[src/rtl/led_seq_ctrl.sv]
`default_nettype none
// ============================================================================
// Module   : led_seq_ctrl
// Brief    : Pattern sequencer for the 6-LED driver (static/blink/chase/bounce)
//            with a programmable step prescaler. Optional PWM brightness gating
//            is enabled by defining LED_SEQ_BRIGHT_EN.
// Revision : 1.0 - initial release
// ============================================================================
module led_seq_ctrl #(
    parameter int PER_W = 16,
    parameter int N_LED = 6
) (
    input  logic             in_clk,
    input  logic             in_rst,
    input  logic             in_cfg_wr,
    input  logic [1:0]       in_cfg_mode,
    input  logic [N_LED-1:0] in_cfg_pattern,
    input  logic [PER_W-1:0] in_cfg_period,
    input  logic [3:0]       in_cfg_duty,
    output logic [N_LED-1:0] out_led_mem,
    output logic             out_tick
);

    typedef enum logic [1:0] {
        ST_STATIC = 2'b00,
        ST_BLINK  = 2'b01,
        ST_CHASE  = 2'b10,
        ST_BOUNCE = 2'b11
    } mode_e;

    localparam int         POS_W    = 3;
    localparam logic       DIR_UP   = 1'b0;
    localparam logic       DIR_DOWN = 1'b1;
    localparam logic [POS_W-1:0] POS_LAST = POS_W'(N_LED - 1);

    mode_e             mode_q,    mode_d;
    logic [N_LED-1:0]  pattern_q, pattern_d;
    logic [PER_W-1:0]  period_q,  period_d;
    logic [3:0]        duty_q,    duty_d;
    logic [PER_W-1:0]  div_cnt_q, div_cnt_d;
    logic [N_LED-1:0]  seq_q,     seq_d;
    logic              phase_q,   phase_d;
    logic [POS_W-1:0]  pos_q,     pos_d;
    logic              dir_q,     dir_d;
    logic [N_LED-1:0]  led_q,     led_d;
    logic              tick_q,    tick_d;

    logic              step_due;
    logic [N_LED-1:0]  raw_d;

    // ------------------------------------------------------------------
    // State register
    // ------------------------------------------------------------------
    always_ff @(posedge in_clk or posedge in_rst) begin
        if (in_rst) begin
            mode_q    <= ST_STATIC;
            pattern_q <= '0;
            period_q  <= '0;
            duty_q    <= '0;
            div_cnt_q <= '0;
            seq_q     <= '0;
            phase_q   <= 1'b0;
            pos_q     <= '0;
            dir_q     <= DIR_UP;
            led_q     <= '0;
            tick_q    <= 1'b0;
        end else begin
            mode_q    <= mode_d;
            pattern_q <= pattern_d;
            period_q  <= period_d;
            duty_q    <= duty_d;
            div_cnt_q <= div_cnt_d;
            seq_q     <= seq_d;
            phase_q   <= phase_d;
            pos_q     <= pos_d;
            dir_q     <= dir_d;
            led_q     <= led_d;
            tick_q    <= tick_d;
        end
    end

    // ------------------------------------------------------------------
    // Next-state: config write, prescaler, per-mode step
    // ------------------------------------------------------------------
    always_comb begin
        mode_d    = mode_q;
        pattern_d = pattern_q;
        period_d  = period_q;
        duty_d    = duty_q;
        div_cnt_d = div_cnt_q;
        seq_d     = seq_q;
        phase_d   = phase_q;
        pos_d     = pos_q;
        dir_d     = dir_q;
        tick_d    = 1'b0;

        step_due  = (period_q != '0) && (div_cnt_q == (period_q - PER_W'(1)));

        // A write restarts everything and swallows a coincident tick.
        if (in_cfg_wr) begin
            mode_d    = mode_e'(in_cfg_mode);
            pattern_d = in_cfg_pattern;
            period_d  = in_cfg_period;
            duty_d    = in_cfg_duty;
            div_cnt_d = '0;
            seq_d     = in_cfg_pattern;
            phase_d   = 1'b0;
            pos_d     = '0;
            dir_d     = DIR_UP;
        end else if (period_q == '0) begin
            div_cnt_d = '0;
        end else if (step_due) begin
            div_cnt_d = '0;
            tick_d    = 1'b1;
            case (mode_q)
                ST_BLINK: begin
                    phase_d = ~phase_q;
                end
                ST_CHASE: begin
                    seq_d = {seq_q[N_LED-2:0], seq_q[N_LED-1]};
                end
                ST_BOUNCE: begin
                    // Ends are visited once: 0,1,..,5,4,..,1,0,1,..
                    if (dir_q == DIR_UP) begin
                        if (pos_q == POS_LAST) begin
                            dir_d = DIR_DOWN;
                            pos_d = pos_q - POS_W'(1);
                        end else begin
                            pos_d = pos_q + POS_W'(1);
                        end
                    end else begin
                        if (pos_q == '0) begin
                            dir_d = DIR_UP;
                            pos_d = pos_q + POS_W'(1);
                        end else begin
                            pos_d = pos_q - POS_W'(1);
                        end
                    end
                end
                default: begin
                end
            endcase
        end else begin
            div_cnt_d = div_cnt_q + PER_W'(1);
        end
    end

    // ------------------------------------------------------------------
    // Output mux, evaluated on next-state so the register tracks the step
    // ------------------------------------------------------------------
    always_comb begin
        raw_d = '0;
        case (mode_d)
            ST_STATIC: raw_d = pattern_d;
            ST_BLINK:  raw_d = phase_d ? '0 : pattern_d;
            ST_CHASE:  raw_d = seq_d;
            ST_BOUNCE: raw_d = {{(N_LED-1){1'b0}}, 1'b1} << pos_d;
            default:   raw_d = '0;
        endcase
    end

`ifdef LED_SEQ_BRIGHT_EN
    logic [3:0] pwm_cnt_q, pwm_cnt_d;
    logic       pwm_on;

    always_ff @(posedge in_clk or posedge in_rst) begin
        if (in_rst) begin
            pwm_cnt_q <= '0;
        end else begin
            pwm_cnt_q <= pwm_cnt_d;
        end
    end

    always_comb begin
        pwm_cnt_d = pwm_cnt_q + 4'd1;
        pwm_on    = (duty_d == 4'hF) || (pwm_cnt_q < duty_d);
        led_d     = raw_d & {N_LED{pwm_on}};
    end
`else
    logic w_unused_duty;

    assign w_unused_duty = ^duty_q;

    always_comb begin
        led_d = raw_d;
    end
`endif

    assign out_led_mem = led_q;
    assign out_tick    = tick_q;

endmodule
`default_nettype wire

[config.mk]
export PLATFORM = sky130hd
export DESIGN_NAME = led_seq_ctrl
export DESIGN_NICKNAME = d
export VERILOG_FILES = /design/src/rtl/led_seq_ctrl.sv
export SDC_FILE = /design/constraint.sdc
export NUM_CORES = 1
export LEC_CHECK = 0
export CELL_PAD_IN_SITES_DETAIL_PLACEMENT = 2
export CELL_PAD_IN_SITES_GLOBAL_PLACEMENT = 2
export CORE_UTILIZATION = 38
export CTS_CLUSTER_DIAMETER = 100
export DETAILED_ROUTE_END_ITERATION = 10
export PLACE_DENSITY_LB_ADDON = 0.15
export SETUP_SLACK_MARGIN = 0.02
export SLEW_MARGIN = 20
export SYNTH_ARGS = -nofsm -noshare
export SYNTH_HDL_FRONTEND = slang
export SYNTH_SLANG_ARGS = --single-unit
[constraint.sdc]
create_clock -name in_clk -period 9.3 [get_ports in_clk]
set_input_delay 0.93 -clock in_clk [delete_from_list [all_inputs] [get_ports in_clk]]
set_output_delay 0.93 -clock in_clk [all_outputs]
set_load 0.02 [all_outputs]
Word level (Yosys, flattened, before mapping):

Index checks and enable logic that the tools add are counted.

* add/subtract/negate cells: 4
* eq/ne operators: 9
* shifts and indexed selects: 1
* muxes and demuxes: 32
* bitwise logic cells: 1
* reduce and logical (&&, ||, !) cells: 8

Operator list (number)
* 2-to-1 mux 16 bit: 3
* 2-to-1 mux 6 bit: 6
* one-hot mux 6 bit (4 select lines): 1
* 2-to-1 mux 3 bit: 7
* adder 16 x 1 -> 16 bit (second input constant): 1
* == test 16 bit: 1
* zero test 16 bit: 1
* nonzero test 16 bit: 1
* subtractor 16 x 1 -> 16 bit (second input constant): 1
* 2-to-1 mux 1 bit: 14
* == test 2 bit (second input constant): 4
* left shift 1 x 3 -> 6 bit (first input constant): 1
* == test 2 x 1 -> 1 bit (second input constant): 2
* nonzero test 2 bit: 2
* adder 3 x 1 -> 3 bit (second input constant): 1
* == test 3 bit (second input constant): 1
* zero test 3 bit: 1
* AND reduction 3 bit: 1
* subtractor 3 x 1 -> 3 bit (second input constant): 1
* zero test 2 bit: 1
* 2-to-1 mux 2 bit: 1
* inequality test 2 bit (second input constant): 1
* logical AND 1 bit: 1
* NOT 1 bit: 1

* bits in registers: 58
* input bits: 31
* output and inout port bits: 7
* logic and storage cells: 65

Longest topological paths before layout:

Gate-level depths: netlist of run 1.

* depth in word-level cells: 9
* gate-level depth with buffers: 13
* gate-level depth less buffers: 11

Worst setup path after synthesis of run 1:

OpenSTA, ideal clock, no wires.

* kind: reg2reg
* start: register period_q[2]
* end: register led_q[4], in the netlist out_led_mem[4]
* library setup time: 0.087 ns
* arrival: 3.525 ns
* data required time: 9.213 ns
* path slack: 5.688 ns
* cell stages (with the launch flop): 13
* path buffers: 3
* cell sequence: dfrtp_1 buf_6 or4_1 buf_2 or3_4 a22oi_2 nand4_1 or4_1 buf_2 nor4_4 mux2_2 or3_1 o211ai_1

* longest elaborated chain between the ends: 8
* elaborated cells on any way between the ends: 17
* classes of those cells: 1 x add/sub; 1 x eq/ne; 1 x shift; 11 x mux; 3 x reduce/logical

Ends and longest elaborated chain
* start, declared: line 38 `logic [PER_W-1:0] period_q, period_d;`
* start signal, assigned: line 70 `period_q <= period_d;`
* subtractor 16 x 1 -> 16 bit: line 97 `step_due = (period_q != '0) && (div_cnt_q == (period_q - PER_W'(1)));`
* == test 16 bit: line 97
* logical AND 1 bit: line 97
* 2-to-1 mux 3 bit or 2-to-1 mux 1 bit (tied branches): line 112 `end else if (step_due) begin`
* 2-to-1 mux 3 bit or 2-to-1 mux 1 bit (tied branches): line 110 `end else if (period_q == '0) begin`
* 2-to-1 mux 3 bit or 2-to-1 mux 1 bit (tied branches): line 100 `if (in_cfg_wr) begin`
* left shift 1 x 3 -> 6 bit or 2-to-1 mux 6 bit (tied branches): line 157, 155
* one-hot mux 6 bit (4 select lines) *: line 153 `case (mode_d)`
* named net led_d[4]: line 45 `logic [N_LED-1:0] led_q, led_d;`
* end signal, assigned: line 77 `led_q <= led_d;`
* end, declared: line 45

Mark *: on every way through the listed nets, which the timed path passes. The rest lies on a longest branch.
A chain may end at the register's enable or synchronous reset.

Worst setup path in the final report of run 1:

* start: register period_q[0]
* end: register led_q[4], in the netlist out_led_mem[4]

Same word-level chain as after synthesis.

==> results of run 1 <==
## cell type report
class / instances / share of cell area, %
multi-input cells: 275 / 45.9
repair buffers: 35 / 8.48
well taps: 108 / 3.37
inverters: 17 / 1.59
clock buffers: 12 / 3.86
flip-flops and latches: 58 / 36.1
clock inverters: 4 / 0.654
## worst min-delay path: cells and delay by family, from the launching register on
kind          cells  cell delay [ps]
flops             1              340
simple gates      2              140
## layer usage
metal  GRT usage, %  up-vias  part of all wire (%)
met1           25.2     1486                    42
met3           3.02       17                   1.6
met2           41.4       35                    55
met5              0        -                     0
met4           7.92        0                   1.9
li1               -     1358                     -
## synthesized netlist by cell type, drive strengths merged (2+ instances only)
cell type,instances
nand3,10
a21o,2
mux2i,6
o21ai,15
a21oi,15
clkbuf,18
or4,2
nor2,45
o31ai,2
nand2b,5
mux2,18
o211ai,7
nor4b,2
buf,3
xnor2,21
nor4,7
nand4,10
inv,17
nor3,12
ha,7
xor2,16
dfrtp,58
or3,5
a22oi,3
nor3b,4
a31oi,4
and3,6
a41oi,2
and2,2
o221ai,4
nand2,28
## cell families after synthesis
family / after synthesis / share of synthesized area, %
flops: 58 / 42.2
compound gates: 65 / 12.8
simple gates: 142 / 21.0
xor+xnor: 37 / 9.41
mux: 24 / 7.63
buf+inv: 38 / 4.43
fa+ha+maj: 7 / 2.54
## how the worst max path moves through the flow
stage / start / to / slack [ps] / depth (start not counted)
final: period_q[0] / out_led_mem[4] / 5070 / 11
after floorplan: period_q[2] / out_led_mem[4] / 5690 / 12
after CTS: period_q[0] / out_led_mem[4] / 4530 / 11
after global placement: period_q[0] / out_led_mem[4] / 4740 / 11
after global routing: period_q[0] / out_led_mem[4] / 4750 / 11
after detailed placement: period_q[0] / out_led_mem[4] / 4570 / 11
## power by group through the flow
stage | Combinational [W] | Clock (W) | Sequential, W
2_1_floorplan | 0.0000695 | 0 | 0.000289
3_3_place_gp | 0.000103 | 0 | 0.000293
3_5_place_dp | 0.000107 | 0 | 0.000295
4_1_cts | 0.000108 | 0.000225 | 0.000290
5_1_grt | 0.000117 | 0.000234 | 0.000293
6_report | 0.000107 | 0.000219 | 0.000290
## stage by stage
stage / hold slack, ps / cells / total power, W / area, sq um
finish: 510 / 509 / 0.000616 / 4020
global route: 532 / 509 / 0.000645 / 4020
CTS: 511 / 509 / 0.000623 / 4010
detailed placement: 494 / 493 / 0.000402 / 3830
global placement: 455 / 493 / 0.000396 / 3830
floorplan: 438 / 371 / 0.000358 / 3440
## state kept, by name, summed over array words and instances (netlist names)
| name | count |
|---|---|
| div_cnt_q | 16 |
| period_q | 16 |
| out_led_mem | 6 |
| pattern_q | 6 |
| seq_q | 6 |
| pos_q | 3 |
| mode_q | 2 |
| dir_q | 1 |
| out_tick | 1 |
| phase_q | 1 |
==> summary.md, run 1 <==
| Metric | Value |
|---|---|
| Vias in the first global route | 3250 |
| Crit-path slowest cell | or4_1 |
| H-tree Lvls | 3 |
| Crit path cell chain | inv_1, ha_1, nor3b_2, o21ai_0, a22oi_2, nand4_1, or4_1, nor4_4, mux2_2, or3_1, o211ai_1 |
| Final worst-path cycle share | between 40% and 50% |
| P_sw | between 0.00015 and 0.0002 W |
| Cell taking the most area after synthesis | dfrtp_1 |
| Layout cells sized above 1 | between 10% and 20% |
| Via/cell ratio | 5.69 |
| Worst reg2reg startpoint | period_q[0] |
| Slowest Stage Delay on Critical Path | 640 ps |
| Reg clk slew, reported paths | ~70 ps |
| Reg-to-Reg End | out_led_mem[4] |
| Initial antenna violation count | 0 |
| DR WL/cell | 19.3 um |
| Seq cells post-synth | 58 |
| Synthesis-to-layout area growth | 16.6% |
| Cell variety after synth | between 50 and 60 |
| Multi-input gate area | around 1800 sq um |
| Pins Over Slew Limit | 0 |
| Fin. Hold Viols | 0 |
| Core Util, Final | a little under half |
| DPL Wire Length | 7.19 mm |
| Clock sink count | 58 |
| Clock skew | approximately 13 ps |
| Most frequent cells in the layout | 58 x dfrtp_1, 45 x nor2_1, 32 x clkdlybuf4s50_1, 28 x nand2_1, 21 x xnor2_1 |
| Share of the synthesized area in the top cell type | between 40% and 50% |
| Syn Inst Count | 371 |
| Maxcap violations | 0 |
| RSZ-0062 raised after global routing | false |
| Synth async-reset ratio | 100% |
| Total CTS buffers | 9 |
| Warnings, synthesis | 0 |
| Final setup fails | 0 |
| Post-synth net total | 409 |
| Pre-Repair DR Iteration Count | 4 |
| Starting Density | 39.3% |
| Synth top area cells | dfrtp_1 42%, mux2_2 5.9%, xnor2_1 5.3%, nor2_1 4.9%, xor2_1 4.1% |
| Worst path required time | about 9600 ps |
| Worst setup EP type | flip-flop |
| IO Pins | 38 |
| Worst path buffer plus inverter count | 1 |
| Internal power | between 0.0004 and 0.0005 W |
| Max Fclk | 0.236 GHz |
| Total number of vias | approximately 2900 |
| Port Buffers | 33 |
| Register area share after synthesis | between 40% and 50% |
| Setup WS post-layout | 5070 ps |
| CTS tree | yes |
| Worst hold start | pattern_q[0] |
| Post-cts repair resize count | 0 |
| Leakage Power | 1.60 nW |
| Worst endpoint data arrival time | 4490 ps |
| Fin Setup TNS | 0 ps |
| Pre-CTS WS | around 4600 ps |
| Worst Hold Depth | 2 |
| Sequential power share | roughly 47% |
| Worst vdd ir | ~90 uV |
| Hold-fix buffers, CTS | 0 |
| Most common cell after layout, fill and taps aside | dfrtp_1 |
| Reg2Reg Setup Slack | about 5100 ps |
| Type of origin of the critical path | flip-flop |
| WL final | 9.83 mm |
| First-pass GRT wire length | ~16 mm |
| Worst R2R Path Depth | 11 |
| Fin crit period | roughly 4200 ps |
| Slew HR | 35.5% |
| Post-Syn Area | between 3000 and 4000 sq um |
| WHS Endpoint | pattern_q[0] |
| Clock share of power | 35.6% |
| Critical path class | flip-flop to flip-flop |
| CP max FO | 11 |
| Mapped Avg Cell Area | around 9.3 sq um |
| Total gr overflow | 0 |
| Main synth FF type | dfrtp_1 |
| Power Density | about 150 nW/um^2 |
| EDFF count, synth | 0 |
| Hold WC Path Type | flip-flop to flip-flop |
| Horiz. Die Dim | 97.2 um |
| Register Area | 1450 sq um |
| CTS Root Buffer Type | clkbuf_8 |
| Clock Latency Late Sink | 340 ps |
| Total global-route track usage | between 20% and 30% |
| Rows | 34 |
| Initial DRC count | 90 |
| CORE AREA | 8760 sq um |
| # Post-CTS Setup Buffers | 0 |
| Max clock buf depth | 2 |
| Drt drc | 0 |
| Nets@finish | between 400 and 500 |
| Die area | around 9400 sq um |
| Antenna Cells | 0 |
| Sw Ratio | 30.4% |
| Crit path max-delay family | simple AND/OR/NAND/NOR gates |
| Outcome | finished, final reports clean |
| Pin count of the biggest net entering global routing | 59 |
| Power share of the combinational group | about 17% |
| Remaining antenna violation count | 0 |
| Die Ht | 97.2 um |
| Final Wtd Congestion | just under 0.8 |
| Worst-margin pin slew | a little under 1000 ps |
| Layout fillers | around 990 |
Note: power is estimated with default switching activity, not from simulation.
==> run 2, diff against run 1 <==
--- a/config.mk
+++ b/config.mk
@@ -7,7 +7,7 @@
 export LEC_CHECK = 0
 export CELL_PAD_IN_SITES_DETAIL_PLACEMENT = 2
 export CELL_PAD_IN_SITES_GLOBAL_PLACEMENT = 2
-export CORE_UTILIZATION = 38
+export CORE_UTILIZATION = 35
 export CTS_CLUSTER_DIAMETER = 100
 export DETAILED_ROUTE_END_ITERATION = 10
 export PLACE_DENSITY_LB_ADDON = 0.15
==> constraint.sdc (replaced) <==
create_clock -name in_clk -period 4.4 [get_ports in_clk]
set_input_delay 0.44 -clock in_clk [delete_from_list [all_inputs] [get_ports in_clk]]
set_output_delay 0.44 -clock in_clk [all_outputs]
set_load 0.02 [all_outputs]
==> run 2 against run 1 <==
  * Critical path depth is 1 lower
  * Clock power grew to 2.6 times the previous value
  * Final cell count is 5.3% higher
  * Hold slack worse by 31 ps
  * Fmax is 15% higher
==> summary.md, run 2 (synthesis results as in run 1) <==
| Metric | Value |
|---|---|
| CP max FO | 6 |
| Final setup fails | 0 |
| Pins Over Slew Limit | 0 |
| CTS tree | yes |
| Type of origin of the critical path | flip-flop |
| Worst path required time | 4670 ps |
| Pin count of the biggest net entering global routing | 37 |
| Reg clk slew, reported paths | about 70 ps |
| Vias in the first global route | between 3000 and 4000 |
| Slew HR | between 40% and 50% |
| Final worst-path cycle share | 83.6% |
| Initial antenna violation count | 0 |
| Final Wtd Congestion | approximately 0.84 |
| Layout cells sized above 1 | 12.0% |
| Max Fclk | 0.272 GHz |
| Hold-fix buffers, CTS | 0 |
| CORE AREA | about 9400 sq um |
| Fin Setup TNS | 0 ps |
| Worst endpoint data arrival time | around 4000 ps |
| Layout fillers | about 1000 |
| Power Density | 342 nW/um^2 |
| WL final | 10.1 mm |
| Die Ht | between 100 and 150 um |
| Most common cell after layout, fill and taps aside | dfrtp_1 |
| CTS Root Buffer Type | clkbuf_8 |
| Crit path cell chain | or4_1, or3_4, a22oi_2, nand4_1, or4_1, nor4_4, buf_4, mux2i_1, a2111o_1, o211ai_2 |
| Die area | approximately 10000 sq um |
| Top cell by count, worst path | or4_1 |
| Remaining antenna violation count | 0 |
| Drt drc | 0 |
| Worst-margin pin slew | about 800 ps |
| Rows | 35 |
| IO Pins | 38 |
| Horiz. Die Dim | roughly 100 um |
| Pwr Total | roughly 0.0014 W |
| DPL Wire Length | between 7 and 8 mm |
| Synthesis-to-layout area growth | 19.9% |
| Port Buffers | 33 |
| Regs by FF count | div_cnt_q: 16 flops, period_q: 16 flops |
| Total number of vias | between 2000 and 3000 |
| Fin crit period | ~3700 ps |
| Total CTS buffers | 9 |
| Maxcap violations | 0 |
| Pre-Repair DR Iteration Count | 4 |
| Worst vdd ir | roughly 140 uV |
| Via/cell ratio | between 5 and 6 |
| Post-cts repair resize count | 0 |
| Slowest Stage Delay on Critical Path | between 600 and 700 ps |
| Hold WC Path Type | flip-flop to flip-flop |
| Nets@finish | 440 |
| Total gr overflow | 0 |
| RSZ-0062 raised after global routing | false |
| Final hold slack | roughly 480 ps |
| Leakage Power | about 1.7 nW |
| Clock skew | around 10 ps |
| # Post-CTS Setup Buffers | 0 |
| Outcome | finished, final reports clean |
| Max clock buf depth | 2 |
| Initial DRC count | 35 |
| Fin. Hold Viols | 0 |
| Clock sink count | between 50 and 60 |
| Starting Density | a little under two fifths |
| Total global-route track usage | between 20% and 30% |
| H-tree Lvls | 3 |
| Worst setup EP type | flip-flop |
| DR WL/cell | roughly 19 um |
| Crit-path slowest cell | or4_1 |
| Clock Latency Late Sink | about 350 ps |
| First-pass GRT wire length | around 17 mm |
| Most frequent cells in the layout | 58 x dfrtp_1, 45 x nor2_1, 32 x clkdlybuf4s50_1, 28 x nand2_1, 21 x xnor2_1 |
| Critical path class | flip-flop to flip-flop |
| Antenna Cells | 0 |
-- run 2: cell type report --
cell class / instances / area [sq um] / share of cell area, %
Multi-Input combinational cell: 275 / 1840 / 44.5
Tap cell: 129 / 161 / 3.91
Timing Repair Buffer: 41 / 385 / 9.34
Clock inverter: 6 / 90.1 / 2.18
Sequential cell: 58 / 1450 / 35.2
Inverter: 17 / 63.8 / 1.55
Clock buffer: 10 / 138 / 3.33
-- run 2: path summary, 6_finish.rpt --
check / end / cells after the start / start / slack [ps]
setup / recovery: out_led_mem[2] / 10 / period_q[0] / 720
hold / removal: pattern_q[0] / 2 / pattern_q[0] / 480
setup reg to reg: out_led_mem[2] / 10 / period_q[0] / 720
hold reg to reg: pattern_q[0] / 2 / pattern_q[0] / 480
max in group asynchronous: period_q[8] / 3 / in_rst / 3000
min in group asynchronous: out_tick / 2 / in_rst / 560
-- run 2: power by group --
group | switching [W] | total [W] | internal (W)
clock network | 0.000235 | 0.000570 | 0.000335
logic | 0.000126 | 0.000230 | 0.000104
registers | 0.0000434 | 0.000613 | 0.000569
-- run 2: layer usage --
metal	GRT usage [%]	wire, um	share of wire, %
met3	4.00	180	1.8
met5	0	0	0
met2	41.1	5550	55
met1	24.8	4180	41
met4	8.81	173	1.7
-- run 2: stage by stage --
stage	cell area, sq um	util (%)	setup WS (ps)	instances
2_1_floorplan	3440	-	788	371
3_3_place_gp	3900	41.6	764	520
3_5_place_dp	3900	41.6	728	520
4_1_cts	4130	44.0	688	536
5_1_grt	4130	44.0	513	536
6_report	4130	44.0	720	536
-- run 2: critical path, delay by kind of cell (launching register included) --
family          cells  cell delay [ps]
flops               1              440
compound gates      3              680
buf+inv             1              220
mux                 1              120
simple gates        5             2150
